--- config.mk ---
export PLATFORM = sky130hd
export DESIGN_NAME = cpu_core_mc_flat
export DESIGN_NICKNAME = d
export VERILOG_FILES = /design/src/rtl/cpu_pkg.sv /design/src/rtl/cpu_core_mc_if.sv /design/src/rtl/cpu_regfile.sv /design/src/rtl/cpu_core_mc.sv /design/src/flat_wrapper.sv
export SDC_FILE = /design/constraint.sdc
export NUM_CORES = 1
export LEC_CHECK = 0
export CAP_MARGIN = 10
export CORE_ASPECT_RATIO = 0.6
export CORE_MARGIN = 5
export CORE_UTILIZATION = 45
export CTS_BUF_LIST = sky130_fd_sc_hd__clkbuf_16
export DETAILED_ROUTE_END_ITERATION = 8
export PLACE_DENSITY = 0.67
export SYNTH_ARGS = -nofsm -noshare
export SYNTH_HDL_FRONTEND = slang
export SYNTH_SLANG_ARGS = --single-unit
--- constraint.sdc ---
create_clock -name clock -period 5.65 [get_ports clock]
set_clock_uncertainty 0.2 [all_clocks]
set_input_delay 1.13 -clock clock [delete_from_list [all_inputs] [get_ports clock]]
set_output_delay 1.13 -clock clock [all_outputs]
set_load 0.02 [all_outputs]
--- src/rtl/cpu_pkg.sv ---
// Shared definitions for the multi-cycle CPU core and its assembler test tables.
package cpu_pkg;

    localparam int unsigned INSTR_WIDTH = 16;
    localparam int unsigned RETIRED_W   = 16;
    localparam int unsigned REG_ADDR_W  = 3;
    localparam int unsigned NUM_REGS    = 8;
    localparam int unsigned IMM6_W      = 6;
    localparam int unsigned IMM9_W      = 9;

    localparam logic [3:0] OP_NOP  = 4'h0;
    localparam logic [3:0] OP_ADD  = 4'h1;
    localparam logic [3:0] OP_SUB  = 4'h2;
    localparam logic [3:0] OP_AND  = 4'h3;
    localparam logic [3:0] OP_OR   = 4'h4;
    localparam logic [3:0] OP_XOR  = 4'h5;
    localparam logic [3:0] OP_ADDI = 4'h6;
    localparam logic [3:0] OP_LDI  = 4'h7;
    localparam logic [3:0] OP_LD   = 4'h8;
    localparam logic [3:0] OP_ST   = 4'h9;
    localparam logic [3:0] OP_BZ   = 4'hA;
    localparam logic [3:0] OP_BP   = 4'hB;
    localparam logic [3:0] OP_JMP  = 4'hC;
    localparam logic [3:0] OP_HALT = 4'hF;

    typedef enum logic [1:0] {
        S_FETCH  = 2'd0,
        S_EXEC   = 2'd1,
        S_MEM    = 2'd2,
        S_HALTED = 2'd3
    } state_e;

    // Field layout of an instruction word; immediates overlay rs/rt/fn.
    typedef struct packed {
        logic [3:0]            op;
        logic [REG_ADDR_W-1:0] rd;
        logic [REG_ADDR_W-1:0] rs;
        logic [REG_ADDR_W-1:0] rt;
        logic [2:0]            fn;
    } instr_t;

endpackage

--- src/rtl/cpu_core_mc_if.sv ---
// Program-memory fetch handshake between the core and external instruction memory.
interface cpu_core_mc_if
    import cpu_pkg::*;
#(
    parameter int unsigned PC_WIDTH = 6
);
    logic                   req;
    logic [PC_WIDTH-1:0]    addr;
    logic                   valid;
    logic [INSTR_WIDTH-1:0] data;

    modport master (output req, output addr, input valid, input data);
    modport slave  (input req, input addr, output valid, output data);
endinterface

--- src/rtl/cpu_regfile.sv ---
// Eight-entry register file: three asynchronous read ports, one synchronous write port.
module cpu_regfile
    import cpu_pkg::*;
#(
    parameter int unsigned DATA_WIDTH = 16
) (
    input  logic                  clock,
    input  logic                  reset_n,
    input  logic                  we,
    input  logic [REG_ADDR_W-1:0] wa,
    input  logic [DATA_WIDTH-1:0] wd,
    input  logic [REG_ADDR_W-1:0] ra_s,
    input  logic [REG_ADDR_W-1:0] ra_t,
    input  logic [REG_ADDR_W-1:0] ra_d,
    output logic [DATA_WIDTH-1:0] rs_val,
    output logic [DATA_WIDTH-1:0] rt_val,
    output logic [DATA_WIDTH-1:0] rd_val,
    output logic [DATA_WIDTH-1:0] r7
);

    logic [DATA_WIDTH-1:0] regs [NUM_REGS];

    // Register storage, cleared on reset.
    always_ff @(posedge clock or negedge reset_n) begin
        if (!reset_n) begin
            for (int unsigned i = 0; i < NUM_REGS; i++) begin
                regs[i] <= '0;
            end
        end else if (we) begin
            regs[wa] <= wd;
        end
    end

    assign rs_val = regs[ra_s];
    assign rt_val = regs[ra_t];
    assign rd_val = regs[ra_d];
    assign r7     = regs[NUM_REGS-1];

endmodule

--- src/rtl/cpu_core_mc.sv ---
// Multi-cycle CPU core: FETCH/EXEC/MEM/HALTED sequencer, ALU and internal data memory.
module cpu_core_mc
    import cpu_pkg::*;
#(
    parameter int unsigned PC_WIDTH   = 6,
    parameter int unsigned DATA_WIDTH = 16,
    parameter int unsigned DMEM_DEPTH = 16
) (
    input  logic                  clock,
    input  logic                  reset_n,
    input  logic                  run,
    cpu_core_mc_if.master         imem,
    output logic [PC_WIDTH-1:0]   PC_out,
    output logic [DATA_WIDTH-1:0] r7_data,
    output logic                  halted,
    output logic [RETIRED_W-1:0]  retired
);

    localparam int unsigned DADDR_W = (DMEM_DEPTH > 1) ? $clog2(DMEM_DEPTH) : 1;
    localparam int unsigned OFF_W   = (PC_WIDTH > IMM9_W) ? PC_WIDTH : IMM9_W;

    state_e                 state, state_nxt;
    logic [PC_WIDTH-1:0]    pc, pc_nxt, pc_inc, pc_br;
    instr_t                 ir;
    logic [RETIRED_W-1:0]   retired_q;
    logic                   ir_load, retire, rf_we, dmem_we;
    logic [DATA_WIDTH-1:0]  rf_wd, rs_val, rt_val, rd_val;
    logic [DATA_WIDTH-1:0]  imm6_x, imm9_x, alu_res, dmem_q;
    logic [DADDR_W-1:0]     dmem_addr;
    logic [DATA_WIDTH-1:0]  dmem [DMEM_DEPTH];

    cpu_regfile #(.DATA_WIDTH(DATA_WIDTH)) u_regfile (
        .clock   (clock),
        .reset_n (reset_n),
        .we      (rf_we),
        .wa      (ir.rd),
        .wd      (rf_wd),
        .ra_s    (ir.rs),
        .ra_t    (ir.rt),
        .ra_d    (ir.rd),
        .rs_val  (rs_val),
        .rt_val  (rt_val),
        .rd_val  (rd_val),
        .r7      (r7_data)
    );

    assign imm6_x    = DATA_WIDTH'($signed(ir[IMM6_W-1:0]));
    assign imm9_x    = DATA_WIDTH'($signed(ir[IMM9_W-1:0]));
    assign pc_inc    = pc + PC_WIDTH'(1);
    assign pc_br     = pc + PC_WIDTH'(OFF_W'($signed(ir[IMM9_W-1:0])));
    assign dmem_addr = DADDR_W'(rs_val + imm6_x);

    // ALU result for register-writing EXEC instructions.
    always_comb begin
        alu_res = rs_val + rt_val;
        case (ir.op)
            OP_SUB:  alu_res = rs_val - rt_val;
            OP_AND:  alu_res = rs_val & rt_val;
            OP_OR:   alu_res = rs_val | rt_val;
            OP_XOR:  alu_res = rs_val ^ rt_val;
            OP_ADDI: alu_res = rs_val + imm6_x;
            OP_LDI:  alu_res = imm9_x;
            default: ;
        endcase
    end

    // Sequencer state register.
    always_ff @(posedge clock or negedge reset_n) begin
        if (!reset_n) begin
            state <= S_FETCH;
        end else begin
            state <= state_nxt;
        end
    end

    // Next state and per-state commit controls.
    always_comb begin
        state_nxt = state;
        pc_nxt    = pc;
        ir_load   = 1'b0;
        retire    = 1'b0;
        rf_we     = 1'b0;
        rf_wd     = alu_res;
        dmem_we   = 1'b0;
        case (state)
            S_FETCH: begin
                if (imem.valid) begin
                    ir_load   = 1'b1;
                    state_nxt = S_EXEC;
                end
            end
            S_EXEC: begin
                state_nxt = S_FETCH;
                pc_nxt    = pc_inc;
                retire    = 1'b1;
                case (ir.op)
                    OP_NOP: ;
                    OP_ADD, OP_SUB, OP_AND, OP_OR, OP_XOR, OP_ADDI, OP_LDI: rf_we = 1'b1;
                    OP_LD: begin
                        state_nxt = S_MEM;
                        pc_nxt    = pc;
                        retire    = 1'b0;
                    end
                    OP_ST:   dmem_we = 1'b1;
                    OP_BZ:   if (rd_val == '0) pc_nxt = pc_br;
                    OP_BP:   if (!rd_val[DATA_WIDTH-1] && (rd_val != '0)) pc_nxt = pc_br;
                    OP_JMP:  pc_nxt = ir[PC_WIDTH-1:0];
                    OP_HALT: state_nxt = S_HALTED;
                    default: ;
                endcase
            end
            S_MEM: begin
                rf_we     = 1'b1;
                rf_wd     = dmem_q;
                pc_nxt    = pc_inc;
                retire    = 1'b1;
                state_nxt = S_FETCH;
            end
            S_HALTED: begin
                if (run) state_nxt = S_FETCH;
            end
            default: state_nxt = S_FETCH;
        endcase
    end

    // PC, instruction register and retired counter.
    always_ff @(posedge clock or negedge reset_n) begin
        if (!reset_n) begin
            pc        <= '0;
            ir        <= '0;
            retired_q <= '0;
        end else begin
            pc <= pc_nxt;
            if (ir_load) ir <= instr_t'(imem.data);
            if (retire)  retired_q <= retired_q + RETIRED_W'(1);
        end
    end

    // Data memory with registered read; LD captures its word on the EXEC edge.
    always_ff @(posedge clock) begin
        if (dmem_we) dmem[dmem_addr] <= rd_val;
        dmem_q <= dmem[dmem_addr];
    end

    // Request is masked while reset is held so it reads 0, and rises right at release.
    assign imem.req  = reset_n && (state == S_FETCH);
    assign imem.addr = pc;
    assign PC_out    = pc;
    assign halted    = (state == S_HALTED);
    assign retired   = retired_q;

endmodule
--- src/flat_wrapper.sv ---
// flat-port wrapper written by rule: the top's interface ports become plain ports
module cpu_core_mc_flat import cpu_pkg::*;
#(
    parameter int unsigned PC_WIDTH   = 6,
    parameter int unsigned DATA_WIDTH = 16,
    parameter int unsigned DMEM_DEPTH = 16
)
  (clock, reset_n, run, PC_out, r7_data, halted, retired, imem_req, imem_addr, imem_valid, imem_data);
  cpu_core_mc_if #(.PC_WIDTH(PC_WIDTH)) imem_i ();
  input  logic clock;
  input  logic reset_n;
  input  logic run;
  output logic [PC_WIDTH-1:0] PC_out;
  output logic [DATA_WIDTH-1:0] r7_data;
  output logic halted;
  output logic [RETIRED_W-1:0] retired;
  output wire logic [$bits(imem_i.req)-1:0] imem_req;
  output wire logic [$bits(imem_i.addr)-1:0] imem_addr;
  input wire logic [$bits(imem_i.valid)-1:0] imem_valid;
  input wire logic [$bits(imem_i.data)-1:0] imem_data;
  assign imem_req = imem_i.req;
  assign imem_addr = imem_i.addr;
  assign imem_i.valid = imem_valid;
  assign imem_i.data = imem_data;
  cpu_core_mc #(.PC_WIDTH(PC_WIDTH), .DATA_WIDTH(DATA_WIDTH), .DMEM_DEPTH(DMEM_DEPTH)) u_core (.clock(clock), .reset_n(reset_n), .run(run), .imem(imem_i), .PC_out(PC_out), .r7_data(r7_data), .halted(halted), .retired(retired));
endmodule
After elaboration in Yosys (flattened, before gate mapping)
Memories as Yosys holds them, arrays and structs flattened. A register that Yosys moved wholly into a read port is not among the register bits.
Cells that the tools add are included.

storage, ports and cells
  bits in registers = 168
  RAM bits = 256
  output and inout port bits = 46
  word-level logic and storage cells = 95
  memories = 1

memory list
  memory       depth  width  rd ports  clocked after Yosys merged registers in  write ports  line               source
  u_core.dmem  16     16     1         1                                        1            cpu_core_mc.sv:30  logic [DATA_WIDTH-1:0] dmem [DMEM_DEPTH];

operators by class
  add/subtract/negate cells = 6
  order comparisons = 4
  eq/ne operators = 19
  mux-type cells = 32
  bitwise operators = 6
  reductions and logical operators = 11

operator list
  operator                                        number
  binary-select mux 16 bit (select 3 bit)         3
  bitwise mux 128 bit                             1
  two-way mux 16 bit                              8
  one-hot mux 16 bit (6 select lines)             1
  demux 16 bit (select 3 bit)                     1
  adder 16 bit                                    2
  == test 4 bit (second input constant)           6
  one-hot mux 6 bit (4 select lines)              1
  adder 16 x 1 -> 16 bit (second input constant)  1
  bitwise AND 16 bit                              1
  == test 4 x 3 -> 1 bit (second input constant)  4
  zero test 16 bit                                1
  OR 16 bit                                       1
  nonzero test 16 bit                             1
  subtractor 16 bit                               1
  bitwise XOR 16 bit                              1
  >= comparator 4 bit (second input constant)     3
  two-way mux 6 bit                               2
  NOT 3 -> 4 bit                                  3
  one-hot mux 6 bit (2 select lines)              1
  == test 4 x 2 -> 1 bit (second input constant)  2
  two-way mux 1 bit                               8
  one-hot mux 2 bit (4 select lines)              1
  OR reduction 7 bit                              1
  other kinds (15)                                23

Logic depth before layout (Yosys ltp)
  depth after elaboration = 9
  gate-level depth with buffers = 20

Cells and area by module
A second synthesis with hierarchy kept.

unflattened totals
  cell total of the unflattened synthesis = 1,558
  area total of the unflattened synthesis = 23,470.0 um2

by module, submodules not included
  module       instances  cells each  area an instance (um2)  sequential area each (um2)
  cpu_core_mc  1          1,092       15,278.4                9,008.6
  cpu_regfile  1          466         8,191.6                 3,203.1

Worst setup path before layout
Ideal clock, no wire load.

  path type = register to register
  start = register u_core.ir, in the netlist u_core.imm9_x[6]
  end = memory u_core.dmem[13][0] (enable)
  setup time = 409 ps
  arrival = 4,813 ps
  required time = 5,041 ps
  setup slack = 228 ps
  cell stages (with the launch flop) = 12
  path buffers = 5
  period minus slack after synthesis = 5,422 ps
  path through = dfrtp_1 > clkbuf_1 > buf_1 > mux4_2 > mux2i_1 > inv_1 > ha_1 > clkbuf_1 > buf_1 > buf_1 > nand3_1 > nor3_1

on the way
  longest elaborated chain between the ends = 5

RTL lines
  item                                                   line                source
  from (decl)                                            cpu_core_mc.sv:24   instr_t ir;
  from (signal assigned)                                 cpu_core_mc.sv:134  if (ir_load) ir <= instr_t'(imem.data);
  NOT 3 -> 4 bit (implied by the code)                   cpu_regfile.sv:34   assign rs_val = regs[ra_s];
  binary-select mux 16 bit (select 3 bit)                cpu_regfile.sv:34
  two-way mux 16 bit (implied by the code) (2 in a row)  cpu_regfile.sv:34
  adder 16 bit                                           cpu_core_mc.sv:51   assign dmem_addr = DADDR_W'(rs_val + imm6_x);
  to (decl)                                              cpu_core_mc.sv:30

Every way passes these cells. The select of a mux whose other input is x is not followed.

Final worst setup path
  start = register u_core.ir, in the netlist u_core.imm6_x[3]
  end = register u_core.u_regfile.regs[63] (netlist bit)

on the way
  longest elaborated chain between the ends = 8
  elaborated cells between the ends (all ways) = 13
  those cells by class = add/sub: 3; mux: 6; bitwise: 4

RTL lines
  item                                                   line               source
  NOT 3 -> 4 bit (implied by the code)                   cpu_regfile.sv:35  assign rt_val = regs[ra_t];
  binary-select mux 16 bit (select 3 bit)                cpu_regfile.sv:35
  two-way mux 16 bit (implied by the code) (2 in a row)  cpu_regfile.sv:35
  adder 16 bit (tied with other cells)                   cpu_core_mc.sv:55  alu_res = rs_val + rt_val;
  one-hot mux 16 bit (6 select lines) (*)                cpu_core_mc.sv:56  case (ir.op)
  two-way mux 16 bit (*)                                 cpu_core_mc.sv:85  case (state)
  bitwise mux 128 bit (*)                                cpu_regfile.sv:30  regs[wa] <= wd;
  to (signal, indexed assignment)                        cpu_regfile.sv:30
  to (decl)                                              cpu_regfile.sv:21  logic [DATA_WIDTH-1:0] regs [NUM_REGS];

Every way passes the cells marked *; elsewhere a longest branch is shown, timed or not. The select of a mux whose other input is x is not followed.
A chain may end at the register's enable or synchronous reset.

==> metrics <==
status completed; Simple-Gate Fraction of Synth Area 0.0741; largest family of logic cells by synthesized area multiplexers; wire per inst between 20 and 30 um; die width slightly above 300 um; most frequent cells in the layout 256 x edfxtp_1, 162 x dfrtp_1, 138 x mux4_2; max cap viols 0; Arrival @ worst endpoint approximately 5.7 ns; Setup Viol. Count Final 0; #FFs+latches synth 440; CP Cell Sequence mux4_2 -> mux2i_1 -> ha_1 -> nand2_1 -> nor4_1 -> buf_4 -> a21oi_1 -> xnor2_1 -> ha_1 -> o211a_1 -> and3_1 -> a41oi_1 -> o21a_1 -> a21oi_1 -> o41ai_2 -> xnor2_1 -> a221oi_4 -> o22ai_1; # placed instances about 2500; Largest stage delay, worst path around 0.58 ns; register area between 10000 and 15000 sq um; max-slew violations 0; crit path launch u_core.imm6_x[3]; drt pass-1 iters 5; CTS tree yes; # DRC 0; Synth cell types about 80; Die Ht around 190 um; Setup crit start kind flip-flop; clock tree buffer depth 3; cts hold-fix bufs 0; Root Buffer clkbuf_16; Crit-path slowest cell dfrtp_4; clk_lat worst skew ~0.55 ns; Layout fillers about 4200; num rows between 60 and 70; post-detail-place hpwl approximately 45000 um; commonest non-fill, non-tap cell in the layout edfxtp_1; Cells after Synth 1740; Hold Path Sink u_core.retired[15]; first-pass GRT wire length roughly 100000 um; Final nets between 1500 and 2000; Hold Fails Final Rpt 0; worst min path class flip-flop to flip-flop; CTS H-tree lvls 2; r2r setup slk between 0.15 and 0.2 ns; Num CTS Buffers 40; actual slew at the worst max-slew pin between 1 and 1.5 ns; CP Capture Type flip-flop; pin count of the biggest net entering global routing 75; period utilization 0.970; multi-input logic area approximately 10000 sq um; via count about 16000; Post-synth EDFFs between 200 and 300; Synth Cell Area around 23000 sq um; GPL Wtd Cong between 0.9 and 1; Layout area overhead 13.1%; Vias/cell about 6.2; total grt overflow 0; fraction of the mapped netlist area in adder cells 0.0422; synth warn 0; initial antenna violation count 1; hold path startpoint u_core.retired[15]; I/O pins between 60 and 70; initial drt markers 1872; Post-synth top flop edfxtp_1; Req. time, crit path around 6 ns; xor/xnor cell area share of the yosys netlist 0.0233; PortBufs 65; reg-to-reg endpoint u_core.u_regfile.regs[63]; Antenna Violating Nets Remaining 0; multiplexer share of the synthesized area 0.217; family with the most delay on the worst path compound AO/OA/AOI/OAI gates; min Tclk post-route between 5 and 6 ns; Relative slew margins 0.291; Post-synth ARST share 0.382; reg2reg start u_core.imm6_x[3]; register area share after synthesis 0.523; number of global-route vias before repair between 15000 and 20000; worst-path fanout max 12; layout cells sized above 1 0.241; WL final 64200 um; Core Region just over 50000 sq um; Worst Path Buf+Inv 1; r2r worst-path depth 18; kind of critical path flip-flop to flip-flop; Post-Layout Cell Count ~2500; Die ar. 56700 sq um; Compound-Gate Fraction of Synth Area 0.0839; Starting Density 0.456; hold depth 1; Clock Sinks 440; n_diodes 0; post-synth net total approximately 1800; GR Util All Layers 0.222; CTS clk-pin slew, worst paths around 0.070 ns; FMAX about 0.18 GHz; syn avg cell area 13.4 sq um
-- routing by layer --
metal | part of all wire | vias up | global-route usage
met5 | 0 | - | 0
met4 | 0.016 | 0 | 0.0377
met3 | 0.12 | 98 | 0.0646
met2 | 0.41 | 896 | 0.303
met1 | 0.46 | 8036 | 0.356
li1 | - | 6791 | -
-- cell type report --
type                       instances  share of cell area
multi-input combinational       1114               0.395
clock inverter                    32             0.00682
inverter                          61             0.00867
clock buffer                      42              0.0398
timing repair buffer             150              0.0545
sequential                       440               0.463
tap                              693              0.0328
-- worst max-delay path by stage --
stage,to,cells after the start
after floorplan,u_core.dmem[13][0],11
after global placement,u_core.u_regfile.regs[127],18
after detailed placement,u_core.u_regfile.regs[63],18
after CTS,u_core.u_regfile.regs[63],18
after global routing,u_core.u_regfile.regs[63],18
final,u_core.u_regfile.regs[63],18
-- cell families after synthesis --
kind of cell               Yosys count
DFF                                440
and+or+nand+nor                    366
muxes                              318
AOI/OAI and AO/OA                  291
buffers and inverters              186
adders and majority gates           77
xor gates and xnor gates            62
-- worst reg2reg max path: cells and delay by family, from the launching register on --
| family | cells | cell delay [ns] |
|---|---|---|
| fa+ha+maj | 2 | 0.64 |
| mux | 2 | 0.86 |
| xor+xnor | 2 | 0.34 |
| simple gates | 3 | 0.67 |
| compound gates | 8 | 1.84 |
| flops | 1 | 0.58 |
| buf+inv | 1 | 0.21 |
-- stage by stage --
| stage | util | instance area (sq um) | hold slack (ns) | TNS, ns | setup WS (ns) |
|---|---|---|---|---|---|
| 5_1_grt | 0.516 | 26400 | 0.289 | -0.00518 | -0.00518 |
| 3_3_place_gp | 0.492 | 25200 | 0.268 | 0 | 0.375 |
| 2_1_floorplan | - | 23400 | 0.277 | 0 | 0.228 |
| 6_report | 0.516 | 26400 | 0.273 | 0 | 0.170 |
| 4_1_cts | 0.516 | 26400 | 0.284 | 0 | 0.0876 |
| 3_5_place_dp | 0.492 | 25200 | 0.276 | 0 | 0.126 |
-- synthesized netlist by cell type (all sizes together), types with 5 or more instances --
cell type	number	area, sq um
a211oi	19	143
a21o	6	45.0
a21oi	69	345
a221oi	17	173
a22oi	10	75.1
a31oi	23	144
a41oi	5	43.8
and2	21	131
and3	13	81.3
buf	58	379
clkbuf	67	253
dfrtp	168	4200
dfxtp	16	320
edfxtp	256	7690
ha	74	926
inv	59	221
mux2	118	1330
mux2i	62	621
mux4	138	3110
nand2	135	507
nand2b	12	75.1
nand3	24	125
nand4	7	43.8
nor2	83	312
nor2b	13	81.3
nor3	33	165
o2111ai	6	52.6
o211ai	7	52.6
o21a	11	82.6
o21ai	53	265
o21bai	5	37.5
o22ai	13	81.3
o31ai	6	45.0
or3	5	31.3
xnor2	46	403
xor2	16	140
-- state kept, by name, indices dropped and copies added, names as in the netlist --
register               cells
u_core.PC_out              6
u_core.ir                  7
u_core.imm6_x              6
u_core.imm9_x              3
u_core.u_regfile.r7       16
u_core.u_regfile.regs    112
u_core.retired            16
u_core.dmem_q             16
u_core.state               2
u_core.dmem              256
-- timing repair --
item / CTS / global route
gates resized for setup: 0 / 3
endpoints found under the setup margin: 0 / 24
setup buffers: 0 / 0
Power is not shown: default switching activity piles up to over one toggle a cycle in this logic, so the estimate is an artifact.
